**config.mk**
```make
export PLATFORM = sky130hd
export DESIGN_NAME = ssd_scan_arbiter
export DESIGN_NICKNAME = d
export VERILOG_FILES = /design/src/rtl/ssd_pkg.sv /design/src/rtl/hex_to_ssd.sv /design/src/rtl/ssd_scan_arbiter.sv
export SDC_FILE = /design/constraint.sdc
export NUM_CORES = 1
export LEC_CHECK = 0
export ABC_AREA = 1
export CORE_MARGIN = 1.5
export CORE_UTILIZATION = 44
export DETAILED_ROUTE_END_ITERATION = 6
export PLACE_DENSITY = 0.71
export SYNTH_ARGS = -nofsm -noshare
export SYNTH_HDL_FRONTEND = slang
export SYNTH_SLANG_ARGS = --single-unit
```
**constraint.sdc**
```tcl
create_clock -name Clk -period 5.53 [get_ports Clk]
set_input_delay 1.106 -clock Clk [delete_from_list [all_inputs] [get_ports Clk]]
set_output_delay 1.106 -clock Clk [all_outputs]
set_load 0.05 [all_outputs]
```
**src/rtl/ssd_pkg.sv**
```systemverilog
// Shared definitions for the seven-segment display logic.
//   - state_e    : scan arbiter FSM state encoding
//   - CATH_BLANK : cathode pattern with every segment off (active-low)
//   - AN_OFF     : anode pattern with every digit off (active-low)
//   - cnt_w()    : counter width for a modulus, never less than 1 bit
package ssd_pkg;

  typedef enum logic [1:0] {
    ST_NORMAL   = 2'd0,
    ST_MSG_WAIT = 2'd1,
    ST_MSG_SHOW = 2'd2
  } state_e;

  localparam logic [6:0] CATH_BLANK = 7'h7F;
  localparam logic [7:0] AN_OFF     = 8'hFF;

  function automatic int unsigned cnt_w(input int unsigned n);
    return (n <= 2) ? 1 : $clog2(n);
  endfunction

endpackage

```
**src/rtl/hex_to_ssd.sv**
```systemverilog
// Combinational hex nibble to seven-segment decoder.
// Ports:
//   i_nib  : 4-bit value 0..F
//   o_cath : {Ca..Cg}, active-low segment drive
module hex_to_ssd (
  input  logic [3:0] i_nib,
  output logic [6:0] o_cath
);

  always_comb begin
    o_cath = 7'b1111111;
    case (i_nib)
      4'h0: o_cath = 7'b0000001;
      4'h1: o_cath = 7'b1001111;
      4'h2: o_cath = 7'b0010010;
      4'h3: o_cath = 7'b0000110;
      4'h4: o_cath = 7'b1001100;
      4'h5: o_cath = 7'b0100100;
      4'h6: o_cath = 7'b0100000;
      4'h7: o_cath = 7'b0001111;
      4'h8: o_cath = 7'b0000000;
      4'h9: o_cath = 7'b0000100;
      4'hA: o_cath = 7'b0001000;
      4'hB: o_cath = 7'b1100000;
      4'hC: o_cath = 7'b0110001;
      4'hD: o_cath = 7'b1000010;
      4'hE: o_cath = 7'b0110000;
      4'hF: o_cath = 7'b0111000;
      default: o_cath = 7'b1111111;
    endcase
  end

endmodule

```
**src/rtl/ssd_scan_arbiter.sv**
```systemverilog
// Scan controller for an 8-digit seven-segment display shared between a
// normal status source and a message source that temporarily overrides it
// for MSG_FRAMES scan frames.
// Ports:
//   Clk, reset          : clock, asynchronous active-low reset
//   norm_data/en/blink  : normal digits (nibble per digit), enables, blink enables
//   msg_req/data/en     : message request (level), digits, enables
//   msg_ack             : one-cycle pulse when a message is latched
//   msg_busy            : message pending or on display
//   digit_idx           : digit currently scanned
//   An, Cath, Dp        : active-low anodes, cathodes {Ca..Cg}, decimal point
module ssd_scan_arbiter
  import ssd_pkg::*;
#(
  parameter int unsigned SCAN_DIV     = 262144,
  parameter int unsigned BLINK_FRAMES = 24,
  parameter int unsigned MSG_FRAMES   = 32
) (
  input  logic        Clk,
  input  logic        reset,
  input  logic [31:0] norm_data,
  input  logic [7:0]  norm_en,
  input  logic [7:0]  norm_blink,
  input  logic        msg_req,
  input  logic [31:0] msg_data,
  input  logic [7:0]  msg_en,
  output logic        msg_ack,
  output logic        msg_busy,
  output logic [2:0]  digit_idx,
  output logic [7:0]  An,
  output logic [6:0]  Cath,
  output logic        Dp
);

  localparam int unsigned PW = cnt_w(SCAN_DIV);
  localparam int unsigned BW = cnt_w(BLINK_FRAMES);
  localparam int unsigned MW = cnt_w(MSG_FRAMES);
  localparam logic [PW-1:0] PRESC_LAST = PW'(SCAN_DIV - 1);
  localparam logic [BW-1:0] BLINK_LAST = BW'(BLINK_FRAMES - 1);
  localparam logic [MW-1:0] MSG_LAST   = MW'(MSG_FRAMES - 1);

  logic [PW-1:0] r_presc;
  logic [2:0]    r_digit;
  logic [BW-1:0] r_blink_cnt;
  logic          r_blink_phase;
  logic [MW-1:0] r_msg_cnt;
  state_e        r_state;
  state_e        w_state_nxt;
  logic [31:0]   r_msg_data;
  logic [7:0]    r_msg_en;
  logic          r_ack;
  logic [7:0]    r_an;
  logic [6:0]    r_cath;

  logic          w_tick;
  logic          w_frame_end;
  logic          w_accept;
  logic          w_show_msg;
  logic          w_busy;
  logic [31:0]   w_src_data;
  logic [7:0]    w_src_en;
  logic [3:0]    w_nib;
  logic          w_blank;
  logic [6:0]    w_hex;

  assign w_tick      = (r_presc == PRESC_LAST);
  assign w_frame_end = w_tick && (r_digit == 3'd7);

  // Prescaler and digit sequencing
  always_ff @(posedge Clk or negedge reset) begin
    if (!reset) begin
      r_presc <= '0;
      r_digit <= '0;
    end else if (w_tick) begin
      r_presc <= '0;
      r_digit <= r_digit + 3'd1;
    end else begin
      r_presc <= r_presc + 1'b1;
    end
  end

  // Blink phase toggles every BLINK_FRAMES frames
  always_ff @(posedge Clk or negedge reset) begin
    if (!reset) begin
      r_blink_cnt   <= '0;
      r_blink_phase <= 1'b0;
    end else if (w_frame_end) begin
      if (r_blink_cnt == BLINK_LAST) begin
        r_blink_cnt   <= '0;
        r_blink_phase <= ~r_blink_phase;
      end else begin
        r_blink_cnt <= r_blink_cnt + 1'b1;
      end
    end
  end

  // FSM: state register
  always_ff @(posedge Clk or negedge reset) begin
    if (!reset) r_state <= ST_NORMAL;
    else        r_state <= w_state_nxt;
  end

  // FSM: next state. Requests outside NORMAL are simply not looked at.
  always_comb begin
    w_state_nxt = r_state;
    case (r_state)
      ST_NORMAL:   if (msg_req) w_state_nxt = ST_MSG_WAIT;
      ST_MSG_WAIT: if (w_frame_end) w_state_nxt = ST_MSG_SHOW;
      ST_MSG_SHOW: if (w_frame_end && (r_msg_cnt == MSG_LAST)) w_state_nxt = ST_NORMAL;
      default:     w_state_nxt = ST_NORMAL;
    endcase
  end

  // FSM: outputs
  always_comb begin
    w_busy     = (r_state != ST_NORMAL);
    w_accept   = (r_state == ST_NORMAL) && msg_req;
    w_show_msg = (r_state == ST_MSG_SHOW);
  end

  // Message frame counter is held at 0 while waiting so the show always
  // starts from a clean count.
  always_ff @(posedge Clk or negedge reset) begin
    if (!reset) begin
      r_msg_cnt <= '0;
    end else if (r_state == ST_MSG_WAIT) begin
      r_msg_cnt <= '0;
    end else if (w_show_msg && w_frame_end) begin
      r_msg_cnt <= (r_msg_cnt == MSG_LAST) ? '0 : r_msg_cnt + 1'b1;
    end
  end

  // Message latch and acknowledge
  always_ff @(posedge Clk or negedge reset) begin
    if (!reset) begin
      r_ack      <= 1'b0;
      r_msg_data <= '0;
      r_msg_en   <= '0;
    end else begin
      r_ack <= w_accept;
      if (w_accept) begin
        r_msg_data <= msg_data;
        r_msg_en   <= msg_en;
      end
    end
  end

  // Source mux and digit select; blinking applies only to the normal source
  assign w_src_data = w_show_msg ? r_msg_data : norm_data;
  assign w_src_en   = w_show_msg ? r_msg_en   : norm_en;
  assign w_nib      = w_src_data[{r_digit, 2'b00} +: 4];
  assign w_blank    = !w_src_en[r_digit] ||
                      (!w_show_msg && norm_blink[r_digit] && r_blink_phase);

  hex_to_ssd u_hex (
    .i_nib  (w_nib),
    .o_cath (w_hex)
  );

  // Registered display drive
  always_ff @(posedge Clk or negedge reset) begin
    if (!reset) begin
      r_an   <= AN_OFF;
      r_cath <= CATH_BLANK;
    end else if (w_blank) begin
      r_an   <= AN_OFF;
      r_cath <= CATH_BLANK;
    end else begin
      r_an   <= ~(8'd1 << r_digit);
      r_cath <= w_hex;
    end
  end

  assign msg_ack   = r_ack;
  assign msg_busy  = w_busy;
  assign digit_idx = r_digit;
  assign An        = r_an;
  assign Cath      = r_cath;
  assign Dp        = 1'b1;

endmodule

```
Word-level counts from Yosys, hierarchy flattened
Memory sizes are Yosys's and may differ from the RTL's.
Index checks and enable logic that the tools add are counted.
Widths: inputs -> output; s select.
Storage, ports and cells
  input bits: 91
  memory bits (read-only): 112
  word-level logic and storage cells: 61
  flip-flop bits (word level): 90
  memories kept: 1
  output and inout bits: 21
Cells by class
  eq/ne operators: 9
  bitwise gates (word level): 2
  multiplexer cells: 17
  shift-type cells: 2
  add/subtract/negate cells: 4
  reductions and logical operators: 14
  magnitude comparators: 1
Memories
  (no name shown): depth 16, width 7, rd ports 1, clocked after Yosys merged registers in 0, write ports 0, RTL line hex_to_ssd.sv:12  | case (i_nib)
Operators with widths (number)
  $mux 32: 1
  $shiftx 32x6->4: 1
  $mux 5: 4
  $add 18x1->18 const B: 1
  $eq 18x18->1 const B: 1
  $mux 18: 1
  $mux 8: 2
  $add 5x1->5 const B: 2
  $eq 5x5->1 const B: 2
  $not 8->8: 1
  $shl 1x3->8 const A: 1
  $mux 7: 1
  $bmux 1 s3: 2
  $logic_and 1x1->1: 6
  $mux 2: 3
  $pmux 2 s3: 1
  $lt 3x4->1 const B: 1
  $ne 2x2->1 const B: 2
  $reduce_bool 2->1: 2
  $add 3x1->3 const B: 1
  $eq 3x3->1 const B: 1
  $reduce_and 3->1: 1
  $eq 2x1->1 const B: 1
  $eq 2x2->1 const B: 1
  other kinds (7): 9

Longest topological paths before layout
Gate-level depths: netlist of the first run.
  depth in word-level cells: 7
  depth in mapped cells: 17
  mapped depth without buffers: 15

Cells and area by module
From an unflattened synthesis of the first run, not the netlist that was laid out.
Unflattened totals
  cells, all modules: 666
  area, all modules: 5026.1 um^2
Modules (own cells, without submodules)
  ssd_scan_arbiter: cells each 617, area an instance 4752.1 um^2, instances 1, seq. area each 2270.9 um^2
  hex_to_ssd: cells each 49, area an instance 274.0 um^2, instances 1, seq. area each 0.0 um^2

Worst setup path before layout of the first run
OpenSTA, ideal clock, no wires.
  kind: input-to-reg
  start point: in norm_data[20]
  end point: reg r_cath[3], in the netlist Cath[3]
  stages: 12
  buffers on the path: 0
  path slack: 3.304 ns
  data required time: 5.450 ns
  setup time: 0.080 ns
  arrival: 2.146 ns
  path through: inv_1 -> a21oi_1 -> o21ai_0 -> nand3_1 -> nand3_1 -> nand2_2 -> inv_1 -> ha_1 -> nand3_1 -> nand2_1 -> a21oi_2 -> nand2_1
Between the ends
  cells in the longest elaborated chain, start to end: 4
RTL lines
  start: declaration: RTL line ssd_scan_arbiter.sv:21  | input logic [31:0] norm_data,
  $mux 32: RTL line ssd_scan_arbiter.sv:149  | assign w_src_data = w_show_msg ? r_msg_data : norm_data;
  $shiftx 32x6->4: RTL line ssd_scan_arbiter.sv:151  | assign w_nib = w_src_data[{r_digit, 2'b00} +: 4];
  $mem_v2 16x7
  $mux 7: RTL line ssd_scan_arbiter.sv:165  | end else if (w_blank) begin
  end signal: assignment: RTL line ssd_scan_arbiter.sv:170  | r_cath <= w_hex;
  end: declaration: RTL line ssd_scan_arbiter.sv:53  | logic [6:0] r_cath;
No other way between the ends.
A chain may end at the register's enable or synchronous reset.

Worst setup path in the final report of the first run
  start point: reg r_digit[0], in the netlist digit_idx[0]
  end point: out digit_idx[0]
RTL lines
  start: declaration: RTL line ssd_scan_arbiter.sv:43  | logic [2:0] r_digit;
  start signal: assignment: RTL line ssd_scan_arbiter.sv:76  | r_digit <= r_digit + 3'd1;
  end: declaration: RTL line ssd_scan_arbiter.sv:29  | output logic [2:0] digit_idx,
No word-level cell between the ends.

==> flow_summary.json, run 1 <==
{
  "portBuffers": 110,
  "worstSetupEndpointType": "output port",
  "synth-edff-count": 0,
  "syn2layout_area_growth_pct": 25.78,
  "place_ws_ns": 1.126,
  "power.share.sequential_pct": 53.1,
  "vias": 4483,
  "antenna_found_initial": 0,
  "power_switching_share_pct": 23.45,
  "cp_slowest_stage_delay_ns": 1.08,
  "post_cts_buffers": 0,
  "die_height_um": 109.1,
  "core_area_um2": 10890,
  "layoutNonFillerInstCount": 884,
  "p_comb_share_pct": 11.4,
  "status": "complete, no violations",
  "avgRoutedWirePerCell_um": 13.69,
  "path_clk_slew_ns": 0.08,
  "cp_slowest_cell": "dfrtp_1",
  "async_flop_share_pct": 100.0,
  "clk_latency_ns": 0.36,
  "power_density_nw_per_um2": 201.1,
  "relSlewSlack_pct": 26.06,
  "clockBufferDepth": 2,
  "p_leak_nw": 3.121,
  "nNetsFinal": 843,
  "vias_per_cell": 5.071,
  "clock-root-buffer": "clkbuf_8",
  "worst_pin_slew_ns": 1.109,
  "synth-seq-cells": 90,
  "path_class": "reg2out",
  "drive_gt1_share_pct": 7.527,
  "start_util_pct": 45.52,
  "ios": 112,
  "gp_congestion": 0.8367,
  "drcViolationCount": 0,
  "ctsHoldBuffers": 0,
  "fin_crit_sh_pct": 63.49,
  "synth_fp_nets": 752,
  "maxCapViolations": 0,
  "crit_buf_inv": 1,
  "syn_area_um2": 4956,
  "yosys_warnings": 0,
  "crit_family": "flip-flops",
  "avgSynthCellArea_um2": 7.648,
  "ant_nets": 0,
  "rsz0062_at_grt": "false",
  "synth.distinct_cells": 37,
  "dp.cells": 868,
  "setup_viol": 0,
  "setup_ws_ns": 2.019,
  "min_period_ns": 3.511,
  "final-hold-violation-count": 0,
  "seq_area_frac_synth_pct": 45.82,
  "synth_top_flop_cell": "dfrtp_1",
  "grt_pass1_vias": 4284,
  "htreeDepth": 3,
  "setup-tns-final_ns": 0,
  "grt_pass1_wl_um": 20240,
  "cts.repair.resized": 0,
  "die_area_um2": 11910,
  "grt_max_degree": 91,
  "worst_setup_path_start_kind": "flop",
  "p_sw_w": 0.0002940,
  "timing.fmax_mhz": 284.8,
  "clock_power_share_pct": 35.4,
  "tritoncts": "yes",
  "numCtsBuffers": 9,
  "cts.sinks": 90,
  "path_max_fanout": 29,
  "required_ns": 4.42,
  "crit_arrival_ns": 2.40,
  "hp-class": "reg2reg",
  "n_fill_cell": 1040,
  "clock-skew-final_ns": 0.008051,
  "p_int_w": 0.0009598,
  "die_width_um": 109.1,
  "synthesis.instances": 648,
  "wl_um": 12100,
  "grt_usage_pct": 22.07,
  "drt_pass1_iterations": 5,
  "vdd_drop_max_uv": 102.0,
  "diodes": 0,
  "post-dp-hpwl_um": 8720,
  "worstPathCellList": "clkdlybuf4s50_1",
  "drv_slew": 0,
  "rows": 38,
  "grt_overflow": 0,
  "first_iter_violations": 307
}
power by group through the flow:
stage          registers [W]  logic (W)  clock network (W)
2_1_floorplan       0.000696  0.0000351                  0
3_3_place_gp        0.000679   0.000144                  0
3_5_place_dp        0.000679   0.000144                  0
4_1_cts             0.000666   0.000145           0.000461
5_1_grt             0.000667   0.000157           0.000490
6_report            0.000666   0.000143           0.000444
synthesized netlist by cell type (4+ instances only):
| cell type | instances | area [um2] |
|---|---|---|
| buf_6 | 4 | 45.04 |
| dfstp_2 | 15 | 394.1 |
| nand3_1 | 101 | 505.5 |
| xor2_1 | 11 | 96.34 |
| nand2_2 | 6 | 37.54 |
| o21ai_1 | 4 | 20.02 |
| nand4_1 | 4 | 25.02 |
| nand2_1 | 231 | 867.1 |
| inv_2 | 5 | 18.77 |
| nor3_1 | 6 | 30.03 |
| clkbuf_1 | 8 | 30.03 |
| buf_2 | 12 | 60.06 |
| dfrtp_1 | 75 | 1877 |
| inv_1 | 53 | 198.9 |
| ha_1 | 13 | 162.7 |
| o21ai_0 | 29 | 145.1 |
| o211ai_1 | 4 | 30.03 |
| nor2_1 | 35 | 131.4 |
| a21oi_1 | 4 | 20.02 |
| nand3_2 | 4 | 40.04 |
placed cells by master (no fill, tap or decap), drive strengths merged:
cell type and n:
xnor2 2, inv 59, nand2 239, ha 13, a21oi 5, and2 1
clkdlybuf4s50 109, o211ai 4, clkinv 2, o21a 1, nand4 4, nor3 6
conb 1, a31oi 1, o21ai 34, xor2 11, nor2 40, clkbuf 14
nand3 105, buf 1, or2 1, dfstp 15, dfrtp 75, nor3b 1
sequential cells by signal, summed over array words and instances, names as in the netlist:
signal	count
Cath	7
digit_idx	3
r_msg_data	32
r_state	2
r_msg_cnt	5
r_msg_en	8
r_blink_phase	1
An	8
r_presc	18
r_blink_cnt	5
msg_ack	1
area by class of cell:
cell class              instances  area [um2]  share of cell area [%]
clock inverters                 2       17.52                  0.2810
flip-flops and latches         90        2271                   36.43
repair buffers                110        1099                   17.62
clock buffers                  14       183.9                   2.951
multi-input cells             469        2266                   36.35
inverters                      59       221.5                   3.553
well taps                     140       175.2                   2.810
metrics by stage:
| stage | power, W | cell area, um2 | util [%] | hold slack [ns] |
|---|---|---|---|---|
| after floorplan | 0.0007312 | 4956 | - | 0.4331 |
| after global placement | 0.0008224 | 6032 | 55.40 | 0.4480 |
| after detailed placement | 0.0008233 | 6032 | 55.40 | 0.4613 |
| after CTS | 0.001272 | 6233 | 57.25 | 0.4731 |
| after global routing | 0.001313 | 6233 | 57.25 | 0.5059 |
| final | 0.001254 | 6233 | 57.25 | 0.4736 |
logic make-up after synthesis:
family | after synthesis | synth area share, %
AO/OA/AOI/OAI | 45 | 4.974
XOR/XNOR | 13 | 2.297
adder cells (fa/ha/maj) | 13 | 3.282
buffers and inverters | 89 | 8.457
flip-flops | 90 | 45.82
other | 1 | 0.07567
AND/OR/NAND/NOR | 397 | 35.09
metal layers:
| metal | GRT usage (%) | routed length, um | vias to the layer above |
|---|---|---|---|
| li1 | - | - | 2231 |
| met1 | 29.47 | 5458 | 2085 |
| met2 | 35.63 | 5729 | 136 |
| met3 | 2.451 | 541 | 31 |
| met4 | 10.81 | 373 | 0 |
| met5 | 0 | 0 | - |
path summary, 6_finish.rpt:
| check | startpoint | to | slack, ns | cells past startpoint |
|---|---|---|---|---|
| max | digit_idx[0] | digit_idx[0] | 2.02 | 1 |
| min | r_presc[0] | r_presc[0] | 0.47 | 1 |
| max reg2reg | digit_idx[0] | Cath[3] | 2.45 | 12 |
| min reg2reg | r_presc[0] | r_presc[0] | 0.47 | 1 |
| max in group asynchronous | reset | r_msg_data[5] | 3.87 | 1 |
| min in group asynchronous | reset | r_msg_data[7] | 0.93 | 1 |
Power figures use the tool's default switching activity.
==> run 2: changes to the inputs <==
--- a/config.mk
+++ b/config.mk
@@ -9,7 +9,7 @@
 export CORE_MARGIN = 1.5
 export CORE_UTILIZATION = 44
 export DETAILED_ROUTE_END_ITERATION = 6
-export PLACE_DENSITY = 0.71
+export PLACE_DENSITY = 0.74
 export SYNTH_ARGS = -nofsm -noshare
 export SYNTH_HDL_FRONTEND = slang
 export SYNTH_SLANG_ARGS = --single-unit
==> constraint.sdc (replaced) <==
create_clock -name Clk -period 3.2 [get_ports Clk]
set_input_delay 0.64 -clock Clk [delete_from_list [all_inputs] [get_ports Clk]]
set_output_delay 0.64 -clock Clk [all_outputs]
set_load 0.05 [all_outputs]
==> run 2 against run 1 <==
  * Total power increased by 76%
  * Via count down 1.9%
  * Clock power rose by 81%
  * Non-clock buffer count increased by 7
  * Sequential power is 73% higher
  * Clock skew grew 0.0014 ns
  * Final area is 0.86% higher
  * Utilization increased by 0.49 points
  * Wire length down 1.0%
  * Die area unchanged
  * Sequential cell count is the same
  * Critical path type unchanged
  * Critical endpoint is now msg_busy
==> flow_summary.json, run 2 (same netlist as run 1, synthesis figures left out) <==
{
  "min_period_ns": 2.712,
  "grt_overflow": 0,
  "clock-root-buffer": "clkbuf_8",
  "grt_usage_pct": 22.28,
  "cts.repair.resized": 0,
  "die_area_um2": 11910,
  "power_switching_share_pct": 24.99,
  "fin_crit_sh_pct": 84.76,
  "cp.depth": 3,
  "htreeDepth": 3,
  "p_int_w": 0.001652,
  "p_leak_nw": 3.148,
  "setup-tns-final_ns": 0,
  "vdd_drop_max_uv": 247.1,
  "status": "complete, no violations",
  "vias_per_cell": 4.937,
  "syn2layout_area_growth_pct": 26.86,
  "grt_pass1_wl_um": 20470,
  "timing.fmax_mhz": 368.7,
  "post-dp-hpwl_um": 9203,
  "post_cts_buffers": 0,
  "clockBufferDepth": 2,
  "crit_arrival_ns": 2.07,
  "power.share.sequential_pct": 52.3,
  "cts.sinks": 90,
  "worst_setup_path_start_kind": "flop",
  "nNetsFinal": 850,
  "drv_slew": 0,
  "ctsHoldBuffers": 0,
  "gp_congestion": 0.9402,
  "setup_ws_ns": 0.4876,
  "grt_pass1_vias": 4424,
  "avgRoutedWirePerCell_um": 13.45,
  "regMostFlops": "r_msg_data",
  "vias": 4399,
  "tritoncts": "yes",
  "rsz0062_at_grt": "false",
  "clock-skew-final_ns": 0.009497,
  "ant_nets": 0,
  "path_max_fanout": 17,
  "worstSetupEndpointType": "output port",
  "final-hold-violation-count": 0,
  "rows": 38,
  "worstPathCellList": "nor2_1 -> inv_1 -> clkdlybuf4s50_1",
  "numCtsBuffers": 9,
  "first_iter_violations": 207,
  "n_fill_cell": 1003,
  "path_clk_slew_ns": 0.09,
  "worst_pin_slew_ns": 0.5542,
  "drt_pass1_iterations": 4,
  "top_regs": "r_msg_data (32), r_presc (18)",
  "clk_latency_ns": 0.37,
  "setup_viol": 0,
  "clock_power_share_pct": 36.4,
  "layout_commonest_cell": "nand2_1",
  "relSlewSlack_pct": 62.94,
  "most-common-layout-cells": "nand2_1 (231), clkdlybuf4s50_1 (109), nand3_1 (101), dfrtp_1 (75), inv_1 (53)",
  "start_util_pct": 45.52,
  "cp_slowest_cell": "clkdlybuf4s50_1",
  "portBuffers": 110,
  "hp-class": "in2async",
  "power_density_nw_per_um2": 350.3,
  "crit_buf_inv": 2,
  "core_area_um2": 10890,
  "utilization_pct": 57.75,
  "path_class": "reg2out",
  "crit_family": "buffers and inverters",
  "antenna_found_initial": 0,
  "p_comb_share_pct": 11.3,
  "drcViolationCount": 0,
  "rr_worst_depth": 14,
  "cp_slowest_stage_delay_ns": 0.79,
  "largest_register_ffs": 32,
  "die_height_um": 109.1,
  "grt_max_degree": 52,
  "place_ws_ns": 0.7171,
  "required_ns": 2.56,
  "die_width_um": 109.1,
  "wl_um": 11980,
  "diodes": 0,
  "maxCapViolations": 0,
  "drive_gt1_share_pct": 8.389,
  "p_sw_w": 0.0005504,
  "ios": 112
}
==> run 2: layer usage <==
metal	vias up	GRT usage (%)	wire [um]
li1	2250	-	-
met1	2029	28.52	5360
met2	99	37.01	5857
met3	21	4.543	492
met4	0	8.553	271
met5	-	0	0
==> run 2: power groups by stage <==
stage | registers [W] | logic, W | clock network, W
floorplan | 0.00120 | 0.0000607 | 0
global placement | 0.00117 | 0.000248 | 0
finish | 0.00115 | 0.000248 | 0.000802
CTS | 0.00115 | 0.000251 | 0.000815
detailed placement | 0.00117 | 0.000251 | 0
global route | 0.00115 | 0.000273 | 0.000870
==> run 2: area by class of cell <==
type                            instances  area [um2]  share of cell area, %
Sequential cell                        90        2271                  36.12
Clock buffer                            9       123.9                  1.970
Multi-Input combinational cell        469        2266                  36.04
Clock inverter                          7       78.83                  1.254
Timing Repair Buffer                  117        1151                  18.31
Tap cell                              140       175.2                  2.786
Inverter                               59       221.5                  3.522
==> run 2: metrics by stage <==
step | instance area [um2] | hold WS (ns) | cells | total power (W)
6_report | 6287 | 0.1920 | 891 | 0.002202
5_1_grt | 6287 | 0.2158 | 891 | 0.002296
4_1_cts | 6287 | 0.2021 | 891 | 0.002218
3_5_place_dp | 6085 | 0.4592 | 875 | 0.001424
3_3_place_gp | 6085 | 0.4457 | 875 | 0.001421
2_1_floorplan | 4956 | 0.3444 | 648 | 0.001264
==> run 2: worst register-to-register path: cells and delay by family (launching register included) <==
kind                       cells  cell delay, ns
AOI/OAI and AO/OA              1            0.13
adders and majority gates      1            0.20
DFF                            1            0.67
and+or+nand+nor               10            1.21
buffers and inverters          2            0.24
==> run 2: worst paths after layout <==
kind	startpoint	endpoint	slack, ns
max in group asynchronous	reset	r_msg_data[15]	2.26
min in group Clk	r_presc[0]	r_presc[0]	0.47
setup / recovery	r_state[1]	msg_busy	0.49
setup reg to reg	r_state[1]	Cath[3]	0.66
hold / removal	reset	r_msg_data[3]	0.19
hold reg to reg	r_presc[0]	r_presc[0]	0.47
